--- src/rtl/mpc_next_addr_if.sv ---
// Port bundle between the MIR/datapath side and the micro-program-counter next-address unit.
// The unit takes the slave modport; the MIR/datapath side drives through the master modport.
interface mpc_next_addr_if #(
    parameter int ADDR_W      = 9,
    parameter int MBR_W       = 8,
    parameter int STACK_DEPTH = 4
);
    localparam int LVL_W = $clog2(STACK_DEPTH + 1);

    logic [ADDR_W-1:0] NEXT_ADDR;
    logic              JAMN;
    logic              JAMZ;
    logic              JMPC;
    logic              N_in;
    logic              Z_in;
    logic [MBR_W-1:0]  MBR;
    logic              STALL;
    logic              CALL;
    logic              RET;
    logic [ADDR_W-1:0] MPC;
    logic              N_lat;
    logic              Z_lat;
    logic [LVL_W-1:0]  STK_LVL;
    logic              STK_ERR;

    modport master (
        output NEXT_ADDR, JAMN, JAMZ, JMPC, N_in, Z_in, MBR, STALL, CALL, RET,
        input  MPC, N_lat, Z_lat, STK_LVL, STK_ERR
    );

    modport slave (
        input  NEXT_ADDR, JAMN, JAMZ, JMPC, N_in, Z_in, MBR, STALL, CALL, RET,
        output MPC, N_lat, Z_lat, STK_LVL, STK_ERR
    );
endinterface

--- src/rtl/mpc_next_addr_unit.sv ---
// Registered MPC next-address generator: NEXT_ADDR merged with JAMN/JAMZ/JMPC, stall hold.
// Optional CALL/RET return stack enabled by defining MPC_CALL_STACK_EN.
module mpc_next_addr_unit #(
    parameter int ADDR_W      = 9,
    parameter int MBR_W       = 8,
    parameter int STACK_DEPTH = 4,
    parameter int RESET_ADDR  = 0
) (
    input  logic              clk,
    input  logic              rst_n,
    mpc_next_addr_if.slave    bus
);
    localparam int                LVL_W  = $clog2(STACK_DEPTH + 1);
    localparam logic [ADDR_W-1:0] RST_A  = ADDR_W'(RESET_ADDR);

    logic              hi_s;
    logic [ADDR_W-2:0] lo_s;
    logic [ADDR_W-2:0] mbr_ext_s;
    logic [ADDR_W-1:0] nxt_s;
    logic [ADDR_W-1:0] mpc_r;
    logic              n_lat_r;
    logic              z_lat_r;

    // Next-address merge from the current MIR fields and ALU flags
    always_comb begin
        mbr_ext_s = (ADDR_W-1)'(bus.MBR);
        hi_s      = bus.NEXT_ADDR[ADDR_W-1] | (bus.JAMZ & bus.Z_in) | (bus.JAMN & bus.N_in);
        if (bus.JMPC) begin
            lo_s = bus.NEXT_ADDR[ADDR_W-2:0] | mbr_ext_s;
        end else begin
            lo_s = bus.NEXT_ADDR[ADDR_W-2:0];
        end
        nxt_s = {hi_s, lo_s};
    end

`ifdef MPC_CALL_STACK_EN
    localparam int IDX_W = (STACK_DEPTH > 1) ? $clog2(STACK_DEPTH) : 1;

    logic [ADDR_W-1:0] stack_r [STACK_DEPTH];
    logic [LVL_W-1:0]  lvl_r;
    logic              err_r;
    logic              full_s;
    logic              empty_s;
    logic              push_s;
    logic [IDX_W-1:0]  push_idx_s;
    logic [IDX_W-1:0]  top_idx_s;

    // Stack occupancy decode and push/pop pointers
    always_comb begin
        full_s     = (lvl_r == LVL_W'(STACK_DEPTH));
        empty_s    = (lvl_r == {LVL_W{1'b0}});
        push_s     = rst_n & ~bus.STALL & bus.CALL & ~bus.RET & ~full_s;
        push_idx_s = IDX_W'(lvl_r);
        top_idx_s  = IDX_W'(lvl_r - LVL_W'(1));
    end

    // Return-address storage; contents are don't-care after reset so no reset here
    always_ff @(posedge clk) begin
        if (push_s) begin
            stack_r[push_idx_s] <= mpc_r + ADDR_W'(1);
        end else begin
            stack_r[push_idx_s] <= stack_r[push_idx_s];
        end
    end

    // MPC, latched flags, stack level and sticky error
    always_ff @(posedge clk or negedge rst_n) begin
        if (!rst_n) begin
            mpc_r   <= RST_A;
            n_lat_r <= 1'b0;
            z_lat_r <= 1'b0;
            lvl_r   <= {LVL_W{1'b0}};
            err_r   <= 1'b0;
        end else if (bus.STALL) begin
            mpc_r   <= mpc_r;
            n_lat_r <= n_lat_r;
            z_lat_r <= z_lat_r;
            lvl_r   <= lvl_r;
            err_r   <= err_r;
        end else begin
            n_lat_r <= bus.N_in;
            z_lat_r <= bus.Z_in;
            case ({bus.CALL, bus.RET})
                2'b10: begin
                    mpc_r <= nxt_s;
                    if (full_s) begin
                        err_r <= 1'b1;
                    end else begin
                        lvl_r <= lvl_r + LVL_W'(1);
                    end
                end
                2'b01: begin
                    // RET ignores every MIR address field
                    if (empty_s) begin
                        mpc_r <= RST_A;
                        err_r <= 1'b1;
                    end else begin
                        mpc_r <= stack_r[top_idx_s];
                        lvl_r <= lvl_r - LVL_W'(1);
                    end
                end
                2'b11: begin
                    mpc_r <= nxt_s;
                    err_r <= 1'b1;
                end
                default: begin
                    mpc_r <= nxt_s;
                end
            endcase
        end
    end

    assign bus.STK_LVL = lvl_r;
    assign bus.STK_ERR = err_r;
`else
    logic unused_call_ret_s;

    // MPC and latched flags; CALL/RET have no effect in this build
    always_ff @(posedge clk or negedge rst_n) begin
        if (!rst_n) begin
            mpc_r   <= RST_A;
            n_lat_r <= 1'b0;
            z_lat_r <= 1'b0;
        end else if (bus.STALL) begin
            mpc_r   <= mpc_r;
            n_lat_r <= n_lat_r;
            z_lat_r <= z_lat_r;
        end else begin
            mpc_r   <= nxt_s;
            n_lat_r <= bus.N_in;
            z_lat_r <= bus.Z_in;
        end
    end

    assign unused_call_ret_s = bus.CALL ^ bus.RET;
    assign bus.STK_LVL       = {LVL_W{1'b0}};
    assign bus.STK_ERR       = 1'b0;
`endif

    assign bus.MPC   = mpc_r;
    assign bus.N_lat = n_lat_r;
    assign bus.Z_lat = z_lat_r;
endmodule
--- src/flat_wrapper.sv ---
// flat-port wrapper written by rule: the top's interface ports become plain ports
module mpc_next_addr_unit_flat 
#(
    parameter int ADDR_W      = 9,
    parameter int MBR_W       = 8,
    parameter int STACK_DEPTH = 4,
    parameter int RESET_ADDR  = 0
)
  (clk, rst_n, bus_NEXT_ADDR, bus_JAMN, bus_JAMZ, bus_JMPC, bus_N_in, bus_Z_in, bus_MBR, bus_STALL, bus_CALL, bus_RET, bus_MPC, bus_N_lat, bus_Z_lat, bus_STK_LVL, bus_STK_ERR);
  mpc_next_addr_if #(.ADDR_W(ADDR_W), .MBR_W(MBR_W), .STACK_DEPTH(STACK_DEPTH)) bus_i ();
  input  logic clk;
  input  logic rst_n;
  input wire logic [$bits(bus_i.NEXT_ADDR)-1:0] bus_NEXT_ADDR;
  input wire logic [$bits(bus_i.JAMN)-1:0] bus_JAMN;
  input wire logic [$bits(bus_i.JAMZ)-1:0] bus_JAMZ;
  input wire logic [$bits(bus_i.JMPC)-1:0] bus_JMPC;
  input wire logic [$bits(bus_i.N_in)-1:0] bus_N_in;
  input wire logic [$bits(bus_i.Z_in)-1:0] bus_Z_in;
  input wire logic [$bits(bus_i.MBR)-1:0] bus_MBR;
  input wire logic [$bits(bus_i.STALL)-1:0] bus_STALL;
  input wire logic [$bits(bus_i.CALL)-1:0] bus_CALL;
  input wire logic [$bits(bus_i.RET)-1:0] bus_RET;
  output wire logic [$bits(bus_i.MPC)-1:0] bus_MPC;
  output wire logic [$bits(bus_i.N_lat)-1:0] bus_N_lat;
  output wire logic [$bits(bus_i.Z_lat)-1:0] bus_Z_lat;
  output wire logic [$bits(bus_i.STK_LVL)-1:0] bus_STK_LVL;
  output wire logic [$bits(bus_i.STK_ERR)-1:0] bus_STK_ERR;
  assign bus_i.NEXT_ADDR = bus_NEXT_ADDR;
  assign bus_i.JAMN = bus_JAMN;
  assign bus_i.JAMZ = bus_JAMZ;
  assign bus_i.JMPC = bus_JMPC;
  assign bus_i.N_in = bus_N_in;
  assign bus_i.Z_in = bus_Z_in;
  assign bus_i.MBR = bus_MBR;
  assign bus_i.STALL = bus_STALL;
  assign bus_i.CALL = bus_CALL;
  assign bus_i.RET = bus_RET;
  assign bus_MPC = bus_i.MPC;
  assign bus_N_lat = bus_i.N_lat;
  assign bus_Z_lat = bus_i.Z_lat;
  assign bus_STK_LVL = bus_i.STK_LVL;
  assign bus_STK_ERR = bus_i.STK_ERR;
  mpc_next_addr_unit #(.ADDR_W(ADDR_W), .MBR_W(MBR_W), .STACK_DEPTH(STACK_DEPTH), .RESET_ADDR(RESET_ADDR)) u_core (.clk(clk), .rst_n(rst_n), .bus(bus_i));
endmodule
--- config.mk ---
export PLATFORM = sky130hd
export DESIGN_NAME = mpc_next_addr_unit_flat
export DESIGN_NICKNAME = d
export VERILOG_FILES = /design/src/rtl/mpc_next_addr_if.sv /design/src/rtl/mpc_next_addr_unit.sv /design/src/flat_wrapper.sv
export SDC_FILE = /design/constraint.sdc
export NUM_CORES = 1
export LEC_CHECK = 0
export ABC_AREA = 1
export CAP_MARGIN = 10
export CORE_UTILIZATION = 35
export CTS_BUF_LIST = sky130_fd_sc_hd__clkbuf_4
export CTS_CLUSTER_SIZE = 40
export DETAILED_ROUTE_END_ITERATION = 6
export GPL_TIMING_DRIVEN = 0
export PLACE_DENSITY = 0.78
export SYNTH_ARGS = -nofsm -noshare
export SYNTH_HDL_FRONTEND = slang
export SYNTH_SLANG_ARGS = --single-unit
--- constraint.sdc ---
create_clock -name clk -period 0.8 [get_ports clk]
set_input_delay 0.16 -clock clk [delete_from_list [all_inputs] [get_ports clk]]
set_output_delay 0.16 -clock clk [all_outputs]
set_load 0.02 [all_outputs]
== After elaboration in Yosys (flattened, before gate mapping) ==
Index checks and enable logic that the tools add are counted.
Word-level totals
  register bits after elaboration: 11
  bits in latches: 0
  bits in writable memories: 0
  ROM bits: 0
  input bits: 27
  output and inout port bits: 15
  word-level logic and storage cells: 9
  memories: 0
Cells by class
  add/subtract/negate cells: 0
  multiply operators: 0
  divide/modulo/power cells: 0
  $lt $le $gt $ge: 0
  eq/ne operators: 0
  shifts and indexed selects: 0
  muxes and demuxes: 1
  bitwise logic cells: 5
  reductions and logical operators: 0
Operators with widths (number)
  8-bit two-way mux: 1
  8-bit bitwise OR: 1
  1-bit bitwise AND: 2
  1-bit bitwise OR: 2

== Depth between registers and ports, before layout ==
  depth after elaboration: 3
  depth in mapped cells: 4
  mapped depth without buffers: 4

== Worst setup path after synthesis ==
Ideal clock, no wire load.
  path kind: flip-flop to flip-flop
  start: register u_core.bus.MPC[8] (netlist name)
  end: register u_core.mpc_r[8], in the netlist u_core.bus.MPC[8]
  library setup time: 0.113 ns
  data arrival time: 0.622 ns
  data required time: 0.687 ns
  path slack: 0.065 ns
  cell stages (with the launch flop): 5
  path buffers: 0
  clock period less this slack: 0.735 ns
  cells stage by stage: dfrtp_1 > inv_1 > nand2_1 > nand2_1 > inv_1
RTL lines
  end signal, assigned: line mpc_next_addr_unit.sv:125  | mpc_r <= mpc_r;
  end signal, assigned: line mpc_next_addr_unit.sv:129  | mpc_r <= nxt_s;
  end, declared: line mpc_next_addr_unit.sv:20  | logic [ADDR_W-1:0] mpc_r;

== Worst setup path after layout ==
  start: register u_core.mpc_r[7], in the netlist u_core.bus.MPC[7]
  end: output port bus_MPC[7]
RTL lines
  end, declared: line flat_wrapper.sv:23  | output wire logic [$bits(bus_i.MPC)-1:0] bus_MPC;
No word-level cell between the ends.

==> results_tabular.tex <==
\begin{tabular}{lr}
\hline
Metric & Value \\
\hline
\multicolumn{2}{l}{\textbf{Status}} \\
Status & finished with violations \\
Violated checks & setup timing \\
\multicolumn{2}{l}{\textbf{Pwr}} \\
Switching pwr & 433 uW \\
Max VDD drop & between 0.9 and 1 mV \\
Clock network fraction of design power & 0.254 \\
Ratio of total power to cell area & around 1500 nW/um2 \\
Cell Int Power & around 1100 uW \\
Total Power & 1580 uW \\
Lkg Pwr & 0.000531 uW \\
Part of the power in registers & 0.409 \\
Switching share of power & 0.275 \\
Logic gate share of total power & 0.338 \\
\multicolumn{2}{l}{\textbf{Logic synthesis}} \\
Per-instance average area after synthesis & 8.97 um2 \\
Number of warnings reported in the yosys synthesis log & 0 \\
Synthesis-stage register bit count & 11 \\
Number of distinct library cells after synthesis & 11 \\
Share of the yosys chip area belonging to registers & 0.472 \\
Synthesized cell area & 583 um2 \\
Cell count after synthesis & between 60 and 70 \\
\multicolumn{2}{l}{\textbf{CTS}} \\
Worst skew pair latency & around 260 ps \\
Sink Count & 11 \\
Root buffer cell & sky130\_fd\_sc\_hd\_\_clkbuf\_4 \\
Clock buffers created by TritonCTS & 3 \\
Clock buffer depth & 2 \\
Number of levels the H-tree was split into & 1 \\
Number of hold buffers added after CTS & 0 \\
Clock input transition at the sequential cells of the worst setup and hold paths & 70 ps \\
TritonCTS clock tree & yes \\
\multicolumn{2}{l}{\textbf{STA}} \\
Number of failing hold endpoints at the final stage & 0 \\
Minimum clock period & 957 ps \\
Post-route clock skew & 0 ps \\
Worst slack on hold paths & roughly 230 ps \\
Slew @ Worst Pin & 518 ps \\
Fin worst setup slack & -157 ps \\
Setup repair after global routing missed its margin & yes \\
Number of max-slew violations in the final report & 0 \\
Total of endpoints with negative setup slack in the final report & 12 \\
Max Fclk & 1050 MHz \\
Worst relative slew slack & 0.653 \\
Crit share post-route & 1.20 \\
\multicolumn{2}{l}{\textbf{Job}} \\
Count of max-cap constraint violations & 0 \\
\multicolumn{2}{l}{\textbf{Final layout}} \\
\# diodes & 0 \\
Final-stage net count & 141 \\
Share of final-layout standard cells stronger than drive strength 1 & 0.336 \\
Area growth from synthesis to final layout & 80.7\% \\
Final Instance Count excl. Fillers & 129 \\
\multicolumn{2}{l}{\textbf{Placed design}} \\
HPWL after detailed placement & 998 um \\
PortBufs & 34 \\
Placed Cells incl. Taps & between 100 and 150 \\
Gpl congestion & 0.695 \\
\multicolumn{2}{l}{\textbf{Setup path}} \\
Sort of element at the start of the critical path & register \\
Path depth of the worst reg2reg path & 4 \\
Critical Path Stages & 1 \\
Gate family responsible for the most delay along the worst path & flip-flops \\
Arrival time at the worst endpoint & 800 ps \\
Required time worst endpoint & 640 ps \\
Buf+Inv Stages, Crit Path & 1 \\
Type of the worst setup path & reg2out \\
Ordered list of cells on the worst path & buf\_6 \\
Category of the worst setup path capture point & output pin \\
Max incr delay on CP & 400 ps \\
Highest fanout seen on the critical path & 2 \\
Launching point of the worst reg2reg path & u\_core.bus.MPC[2] \\
Startpoint of the worst setup timing path & u\_core.bus.MPC[7] \\
CP max stage cell & sky130\_fd\_sc\_hd\_\_dfrtp\_1 \\
\multicolumn{2}{l}{\textbf{Routing}} \\
Vias & 570 \\
Drt first-iter violations & 4 \\
DRC & 0 \\
Drt via density & 4.42 \\
WL final & 1370 um \\
TritonRoute pass-1 iters & 2 \\
Remaining antenna violation count after routing & 0 \\
Wire length per cell after detailed routing & between 10 and 15 um \\
\multicolumn{2}{l}{\textbf{Global routing}} \\
Initial antenna violation count & 0 \\
Largest net degree at the start of global routing & 12 \\
Via count of the first global-routing pass & about 510 \\
All-layer global routing usage & 0.155 \\
Wire length of the first global-routing pass & 2090 um \\
Remaining Overflow, GRT & 0 \\
\multicolumn{2}{l}{\textbf{Floorplanning}} \\
Die width & 42.8 um \\
Initial Utilization & 0.383 \\
Core area & 1520 um2 \\
Die Outline Area & 1830 um2 \\
Standard-cell row count & 14 \\
Vertical extent of the die & roughly 43 um \\
Top-Level Pins & 42 \\
\multicolumn{2}{l}{\textbf{Hold path}} \\
Worst min-delay path category & in2reg \\
HP Start & bus\_JMPC \\
Hold Path Depth & 3 \\
\hline
\end{tabular}
==> synth_stat cells <==
| master | n | area [um2] |
|---|---|---|
| sky130_fd_sc_hd__nand2_1 | 14 | 52.6 |
| sky130_fd_sc_hd__inv_1 | 12 | 45.0 |
| sky130_fd_sc_hd__dfrtp_1 | 11 | 275 |
| sky130_fd_sc_hd__nor2_1 | 9 | 33.8 |
| sky130_fd_sc_hd__a22oi_2 | 8 | 100 |
| sky130_fd_sc_hd__buf_4 | 4 | 30.0 |
| sky130_fd_sc_hd__buf_6 | 2 | 22.5 |
| sky130_fd_sc_hd__o21ai_0 | 2 | 10.0 |
| sky130_fd_sc_hd__clkbuf_2 | 1 | 5.00 |
| sky130_fd_sc_hd__conb_1 | 1 | 3.75 |
| sky130_fd_sc_hd__nand3_1 | 1 | 5.00 |
==> cells by family (layout without fill, tap and decap cells) <==
group           count (synthesis)  in the layout  share of synthesized area
compound gates                 10             10                      0.189
flops                          11             11                      0.472
buf+inv                        19             64                      0.176
other cells                     1              4                    0.00643
simple gates                   24             24                      0.157
==> area by class of cell <==
type | count | area, um2
fillers | 137 | 470
repair buffers | 41 | 409
flip-flops and latches | 11 | 275
multi-input cells | 38 | 216
plain buffers | 7 | 57.6
inverters | 12 | 45.0
clock buffers | 4 | 30.0
well taps | 16 | 20.0
==> power by group through the flow <==
| stage | combinational [uW] | sequential, uW | clock, uW |
|---|---|---|---|
| 2_1_floorplan | 156 | 709 | 0 |
| 3_3_place_gp | 468 | 641 | 0 |
| 3_5_place_dp | 473 | 644 | 0 |
| 4_1_cts | 497 | 643 | 414 |
| 5_1_grt | 570 | 649 | 446 |
| 6_report | 532 | 645 | 400 |
==> path summary, 6_finish.rpt <==
path	to	slack [ps]
setup / recovery	bus_MPC[7]	-160
max in group asynchronous	u_core.bus.MPC[8]	210
min in group asynchronous	u_core.bus.MPC[7]	240
hold reg to reg	u_core.bus.Z_lat	510
setup reg to reg	u_core.bus.MPC[2]	-40
hold / removal	u_core.bus.MPC[3]	230
==> cell usage in the layout, fill, tap and decap left out <==
| cell type | synthesis | layout |
|---|---|---|
| sky130_fd_sc_hd__buf_6 | 2 | 14 |
| sky130_fd_sc_hd__clkbuf_2 | 1 | 1 |
| sky130_fd_sc_hd__conb_1 | 1 | 4 |
| sky130_fd_sc_hd__a22oi_2 | 8 | 8 |
| sky130_fd_sc_hd__o21ai_0 | 2 | 2 |
| sky130_fd_sc_hd__dfrtp_1 | 11 | 11 |
| sky130_fd_sc_hd__nand3_1 | 1 | 1 |
| sky130_fd_sc_hd__clkdlybuf4s50_1 | 0 | 22 |
| sky130_fd_sc_hd__inv_2 | 0 | 1 |
| sky130_fd_sc_hd__inv_1 | 12 | 11 |
| sky130_fd_sc_hd__dlygate4sd2_1 | 0 | 1 |
| sky130_fd_sc_hd__buf_4 | 4 | 10 |
| sky130_fd_sc_hd__nor2_1 | 9 | 9 |
| sky130_fd_sc_hd__nand2_1 | 14 | 14 |
| sky130_fd_sc_hd__clkbuf_4 | 0 | 4 |
==> repair_timing <==
action	CTS	global route
setup endpoints to repair	22	11
gates resized for setup	67	2
gates cloned	0	0
setup buffers	2	5
==> through the flow <==
| stage | cell area (um2) | setup WS (ps) | TNS (ps) | utilization |
|---|---|---|---|---|
| after floorplan | 594 | 65.4 | 0 | - |
| after global placement | 955 | -347 | -7780 | 0.626 |
| after detailed placement | 955 | -372 | -8170 | 0.626 |
| after CTS | 1010 | -162 | -1670 | 0.664 |
| after global routing | 1050 | -195 | -2000 | 0.691 |
| final | 1050 | -157 | -1640 | 0.691 |
==> tightest hold or removal path: cells and delay by family <==
family	cells	cell delay, ps
AND/OR/NAND/NOR	1	90
AO/OA/AOI/OAI	1	50
buffers and inverters	1	150
==> per-layer routing <==
layer,vias to the layer above,track usage,share of wire
met2,26,0.270,0.49
met1,254,0.167,0.41
met5,-,0,0
li1,288,-,-
met4,0,0.0750,0.0044
met3,2,0.0511,0.10
==> sequential cells by signal (all words and copies together) (netlist names) <==
register	cells
u_core.bus.MPC	9
u_core.bus.N_lat	1
u_core.bus.Z_lat	1
(Power assumes the default switching activity.)
